`src/rtl/cv32e40p_x_offload_ctrl.sv`:
```
// Offload controller between the ID stage and an X-interface coprocessor.
// It tracks in-flight writeback offloads and routes their results to the register file.
module cv32e40p_x_offload_ctrl #(
   parameter int unsigned MAX_OUTSTANDING = 4
) (
   input  logic                 clk_i,
   input  logic                 rst_ni,
   input  logic                 id_req_i,
   input  logic [2:0][31:0]     id_rs_i,
   input  logic [2:0][4:0]      id_rs_addr_i,
   input  logic [2:0]           id_rs_used_i,
   input  logic [4:0]           id_rd_addr_i,
   output logic                 id_ready_o,
   output logic                 id_illegal_o,
   output logic                 x_valid_o,
   input  logic                 x_ready_i,
   output logic [2:0][31:0]     x_rs_o,
   output logic [2:0]           x_rs_valid_o,
   output logic                 x_rd_clean_o,
   input  logic                 x_accept_i,
   input  logic                 x_writeback_i,
   input  logic                 x_rvalid_i,
   output logic                 x_rready_o,
   input  logic [4:0]           x_rd_i,
   input  logic [31:0]          x_data_i,
   input  logic                 x_error_i,
   input  logic                 wb_gnt_i,
   output logic                 wb_we_o,
   output logic [4:0]           wb_waddr_o,
   output logic [31:0]          wb_wdata_o,
   output logic                 x_err_o,
   output logic                 spurious_o,
   output logic                 busy_o
);

   localparam int CW = $clog2(MAX_OUTSTANDING + 1);

   typedef enum logic [1:0] {IDLE, STALL, REQ} state_e;

   state_e          r_state;
   state_e          w_state_next;
   logic [31:0]     r_pending;
   logic [31:0]     w_pending_next;
   logic [CW-1:0]   r_count;
   logic            r_wb_we;
   logic [4:0]      r_wb_waddr;
   logic [31:0]     r_wb_wdata;
   logic            r_x_err;
   logic            r_spurious;

   logic            w_hazard;
   logic            w_handshake;
   logic            w_issue;
   logic            w_resp;
   logic            w_dec;
   logic            w_resp_pending;
   logic            w_write;
   logic            w_spurious;

   // An operand or destination still owed by the coprocessor, or a full scoreboard, blocks issue.
   always_comb begin
      w_hazard = r_pending[id_rd_addr_i] || (r_count == CW'(MAX_OUTSTANDING));
      for (int i = 0; i < 3; i++) begin
         if (id_rs_used_i[i] && r_pending[id_rs_addr_i[i]]) begin
            w_hazard = 1'b1;
         end
      end
   end

   assign w_handshake    = (r_state == REQ) && x_ready_i;
   assign w_issue        = w_handshake && x_accept_i && x_writeback_i;
   assign w_resp         = x_rvalid_i && wb_gnt_i;
   assign w_dec          = w_resp && (r_count != '0);
   assign w_resp_pending = r_pending[x_rd_i];
   assign w_write        = w_resp && !x_error_i && (x_rd_i != 5'd0) && w_resp_pending;
   assign w_spurious     = w_resp && (x_rd_i != 5'd0) && !w_resp_pending;

   // A new issue to the same rd as a retiring response wins, since that rd is owed again.
   always_comb begin
      w_pending_next = r_pending;
      if (w_resp) begin
         w_pending_next[x_rd_i] = 1'b0;
      end
      if (w_issue) begin
         w_pending_next[id_rd_addr_i] = 1'b1;
      end
      w_pending_next[0] = 1'b0;
   end

   always_ff @(posedge clk_i) begin
      if (!rst_ni) begin
         r_state <= IDLE;
      end else begin
         r_state <= w_state_next;
      end
   end

   always_comb begin
      w_state_next = r_state;
      unique case (r_state)
         IDLE:    if (id_req_i) w_state_next = w_hazard ? STALL : REQ;
         STALL:   if (!id_req_i) w_state_next = IDLE;
                  else if (!w_hazard) w_state_next = REQ;
         REQ:     if (x_ready_i) w_state_next = IDLE;
         default: w_state_next = IDLE;
      endcase
   end

   always_comb begin
      x_valid_o    = (r_state == REQ);
      x_rd_clean_o = (r_state == REQ);
      x_rs_o       = id_rs_i;
      x_rs_valid_o = (r_state == REQ) ? id_rs_used_i : 3'b000;
      id_ready_o   = w_handshake;
      id_illegal_o = w_handshake && !x_accept_i;
      x_rready_o   = wb_gnt_i;
      busy_o       = (r_count != '0) || (r_state != IDLE);
   end

   // Scoreboard and registered result path; a decrement at zero is dropped so the count cannot wrap.
   always_ff @(posedge clk_i) begin
      if (!rst_ni) begin
         r_pending  <= '0;
         r_count    <= '0;
         r_wb_we    <= 1'b0;
         r_wb_waddr <= '0;
         r_wb_wdata <= '0;
         r_x_err    <= 1'b0;
         r_spurious <= 1'b0;
      end else begin
         r_pending  <= w_pending_next;
         if (w_issue && !w_dec) begin
            r_count <= r_count + 1'b1;
         end else if (!w_issue && w_dec) begin
            r_count <= r_count - 1'b1;
         end
         r_wb_we    <= w_write;
         if (w_write) begin
            r_wb_waddr <= x_rd_i;
            r_wb_wdata <= x_data_i;
         end
         r_x_err    <= w_resp && x_error_i;
         r_spurious <= w_spurious;
      end
   end

   assign wb_we_o    = r_wb_we;
   assign wb_waddr_o = r_wb_waddr;
   assign wb_wdata_o = r_wb_wdata;
   assign x_err_o    = r_x_err;
   assign spurious_o = r_spurious;

endmodule

```
`config.mk`:
```
export PLATFORM = sky130hd
export DESIGN_NAME = cv32e40p_x_offload_ctrl
export DESIGN_NICKNAME = d
export VERILOG_FILES = /design/src/rtl/cv32e40p_x_offload_ctrl.sv
export SDC_FILE = /design/constraint.sdc
export NUM_CORES = 1
export LEC_CHECK = 0
export ABC_AREA = 0
export BUFFER_PORTS_ARGS = -buffer_cell sky130_fd_sc_hd__buf_4
export CAP_MARGIN = 20
export CORE_AREA = 2 2 120 122
export DETAILED_ROUTE_END_ITERATION = 8
export DIE_AREA = 0 0 122 124
export PLACE_DENSITY_LB_ADDON = 0.2
export SYNTH_ARGS = -nofsm -noshare
export SYNTH_HDL_FRONTEND = slang
export SYNTH_SLANG_ARGS = --single-unit
```
`constraint.sdc`:
```
create_clock -name clk_i -period 2.35 [get_ports clk_i]
set_clock_uncertainty 0.1 [all_clocks]
set_input_delay 0.47 -clock clk_i [delete_from_list [all_inputs] [get_ports clk_i]]
set_output_delay 0.47 -clock clk_i [all_outputs]
set_load 0.01 [all_outputs]
```
==> results.rst <==
.. list-table::
   :header-rows: 1

   * - Metric
     - Value
   * - Cells traversed along the worst timing path
     - mux4_2, a32oi_2, o211ai_1, o21ai_4, buf_12, clkbuf_16, mux2i_1, nor2_1
   * - Final cell count without fillers
     - 763
   * - TritonRoute pass-1 iters
     - 4
   * - Area fraction of the dominant cell type after synthesis
     - 0.300
   * - Die area
     - 15100 µm²
   * - Class of the tightest hold or removal check
     - in2reg
   * - Yosys reg bits
     - 76
   * - Wire length per cell
     - between 20 and 25 µm
   * - Insertion delay of the later-clocked pin in the worst-skew pair
     - 0.33 ns
   * - Number of max-slew violations in the final report
     - 0
   * - Clock transition at the register clock pins on the worst setup and hold paths after CTS
     - 0.06 ns
   * - Final hold vios
     - 0
   * - Worst path slowest cell
     - sky130_fd_sc_hd__mux4_2
   * - Vias in the first global route
     - 4193
   * - Portion of the post-synthesis area used by sequential elements
     - 0.300
   * - Total track usage
     - 0.201
   * - Type of destination of the critical path
     - register
   * - Worst vdd ir
     - 280 µV
   * - CTS Buf Count
     - 9
   * - CP max FO
     - 13
   * - Number of gates on the worst path with buffers counted
     - 8
   * - Final Setup Violations
     - 0
   * - Status
     - completed
   * - Per-cell via count in the routed design
     - about 5.6
   * - Total core area
     - ~14000 µm²
   * - Die boundary width
     - 122 µm
   * - Critical path type
     - reg2reg
   * - Placed insts
     - 743
   * - Total Routed Length
     - 15.4 mm
   * - Antenna-violating nets left
     - 0
   * - Largest net degree at the start of global routing
     - 31
   * - Cell types with the largest area share after synthesis
     - sky130_fd_sc_hd__dfxtp_1 (30%), sky130_fd_sc_hd__mux4_2 (16%), sky130_fd_sc_hd__buf_4 (15%), sky130_fd_sc_hd__mux2i_1 (9.5%), sky130_fd_sc_hd__nor2_1 (3.5%)
   * - Worst R2R Setup Slack
     - approximately 0.11 ns
   * - TritonCTS Sinks
     - 76
   * - H-tree level count
     - 3
   * - Static Leakage
     - between 0.002 and 0.003 µW
   * - Cell Rows
     - 43
   * - Antenna violations before repair
     - 0
   * - Placer Congestion
     - 0.881
   * - Most frequent cells after synthesis
     - sky130_fd_sc_hd__buf_4 (100), sky130_fd_sc_hd__dfxtp_1 (76), sky130_fd_sc_hd__mux2i_1 (48), sky130_fd_sc_hd__nor2_1 (48), sky130_fd_sc_hd__nand2_1 (38)
   * - Drt first-iter violations
     - 292
   * - Fmax
     - 446 MHz
   * - Arrival time worst endpoint
     - 2.37 ns
   * - Cell count after synthesis
     - approximately 540
   * - Fin crit share
     - 0.955
   * - Clk buf depth
     - 2
   * - Most repeated cell in the gate-level netlist after synthesis
     - sky130_fd_sc_hd__buf_4
   * - Area overhead of the layout relative to synthesis
     - 17.7%
   * - Power per standard cell area
     - 512 nW/µm²
   * - Synth unique cells
     - 51
   * - Height of the chip
     - 124 µm
   * - Final critical-path required period
     - 2.24 ns
   * - Top_reg_cell synth
     - sky130_fd_sc_hd__dfxtp_1
   * - Required time at the endpoint of the critical path
     - 2.47 ns
   * - Initial core utilization
     - 0.370
   * - Relative slew slack
     - 0.653
   * - Drc violations
     - 0
   * - Proportion of layout cells with a drive suffix above 1
     - 0.384
   * - Wire length of the first global-routing pass
     - roughly 23 mm
   * - Count of port buffers added during placement
     - 117
   * - Cell area after placement
     - 5540 µm²
   * - Worst r2r path cells
     - 8
   * - Startpoint Class
     - register
   * - Delay contributed by the slowest stage of the critical path
     - ~0.48 ns
   * - Maximum Capacitance Violations
     - 0
   * - Mean instance size in the synthesized netlist
     - around 9.4 µm²
   * - Clock Root Buffer
     - sky130_fd_sc_hd__clkbuf_16
   * - TritonCTS clock tree
     - built
   * - Number of diodes
     - 0
   * - WHS Path Cells
     - 3
   * - Number of buffers and inverters on the critical path
     - 2
   * - Total global routing overflow
     - 0
   * - I/O pin total
     - 310
   * - Final nets
     - 745
   * - Vias
     - approximately 4.3k
   * - Final HPWL DP
     - 11.3 mm
   * - Cell Area, Synth
     - 5080 µm²
   * - Synth async-reset ratio
     - 0
   * - Net count after synthesis
     - 708
   * - Fill cell total of the finished layout
     - 1340
   * - Number of synthesized flops with an enable pin
     - 0
   * - Post-Layout Inst Area
     - 5970 µm²
   * - Kind of cell adding the most delay to the critical path
     - multiplexers
   * - Count of warnings emitted by yosys
     - 0
   * - Top cell type by total area after synthesis
     - sky130_fd_sc_hd__dfxtp_1
   * - Actual transition at the worst max-transition pin
     - a little over 0.5 ns
   * - Hold buffer count at CTS
     - 0
==> cells in the final DEF (no fill, tap or decap), types with 7 or more instances in the layout <==
master                      instances
sky130_fd_sc_hd__a21oi_1           31
sky130_fd_sc_hd__buf_4            147
sky130_fd_sc_hd__clkbuf_16         11
sky130_fd_sc_hd__dfxtp_1           71
sky130_fd_sc_hd__mux2i_1           47
sky130_fd_sc_hd__mux4_2            35
sky130_fd_sc_hd__nand2_1           38
sky130_fd_sc_hd__nand3_1            7
sky130_fd_sc_hd__nand4_1            8
sky130_fd_sc_hd__nor2_1            48
sky130_fd_sc_hd__nor3_1             7
sky130_fd_sc_hd__o21ai_0           34
==> sequential cells by signal, indices dropped and copies added, names as in the netlist <==
signal / cells
spurious_o: 1
wb_wdata_o: 32
r_pending: 31
r_state: 2
x_err_o: 1
wb_we_o: 1
r_count: 3
wb_waddr_o: 5
==> tightest hold or removal path, delay by kind of cell <==
family / cells / cell delay, ns
simple gates: 1 / 0.07
mux: 1 / 0.05
buf+inv: 1 / 0.07
==> where the power goes <==
part	total (µW)	switching (µW)	internal, µW	leakage [µW]
Clock	1370	552	823	0.000142
Combinational	375	185	191	0.00188
Sequential	1310	8.41	1300	0.000615
==> worst paths after layout <==
| path | start | to |
|---|---|---|
| setup / recovery | r_pending[14] | wb_wdata_o[22] |
| hold / removal | x_data_i[12] | wb_wdata_o[12] |
| setup reg to reg | r_pending[14] | wb_wdata_o[22] |
| hold reg to reg | r_state[1] | r_state[0] |
==> through the flow <==
| stage | utilization | total power [µW] | setup WS [ns] | TNS, ns | hold WS [ns] |
|---|---|---|---|---|---|
| 4_1_cts | 0.426 | 3080 | 0.0589 | 0 | 0.261 |
| 3_3_place_gp | 0.404 | 1700 | -0.113 | -3.54 | 0.367 |
| 6_report | 0.435 | 3060 | 0.106 | 0 | 0.267 |
| 5_1_grt | 0.435 | 3170 | -0.0110 | -0.0476 | 0.280 |
| 2_1_floorplan | - | 1690 | 0.0151 | 0 | 0.322 |
| 3_5_place_dp | 0.404 | 1700 | -0.159 | -5.38 | 0.373 |
==> per-layer routing <==
metal / GRT usage / share of wire / vias up
li1: - / - / 1918
met1: 0.246 / 0.40 / 2023
met2: 0.314 / 0.44 / 261
met3: 0.0527 / 0.10 / 61
met4: 0.131 / 0.053 / 0
met5: 0 / 0 / -
==> kinds of logic after synthesis <==
family	share of synthesized area
AND/OR/NAND/NOR	0.144
flip-flops	0.300
AO/OA/AOI/OAI	0.0986
buffers and inverters	0.187
adder cells (fa/ha/maj)	0.00641
multiplexers	0.261
XOR/XNOR	0.00345
==> final cells by class <==
| cell class | instances | area [µm²] | area share |
|---|---|---|---|
| timing repair buffer | 154 | 1240 | 0.208 |
| clock inverter | 6 | 65.1 | 0.0109 |
| multi-input combinational | 329 | 2650 | 0.444 |
| inverter | 8 | 30.0 | 0.00503 |
| tap | 180 | 225 | 0.0377 |
| clock buffer | 10 | 229 | 0.0383 |
| sequential | 76 | 1530 | 0.256 |
==> what timing repair did <==
item                       CTS  global route
pin swaps                    0             3
cloned                       0             2
gates resized for setup      1            15
setup endpoints to repair    1             7
buffers inserted             0             2
Note: power is estimated with default switching activity, not from simulation.
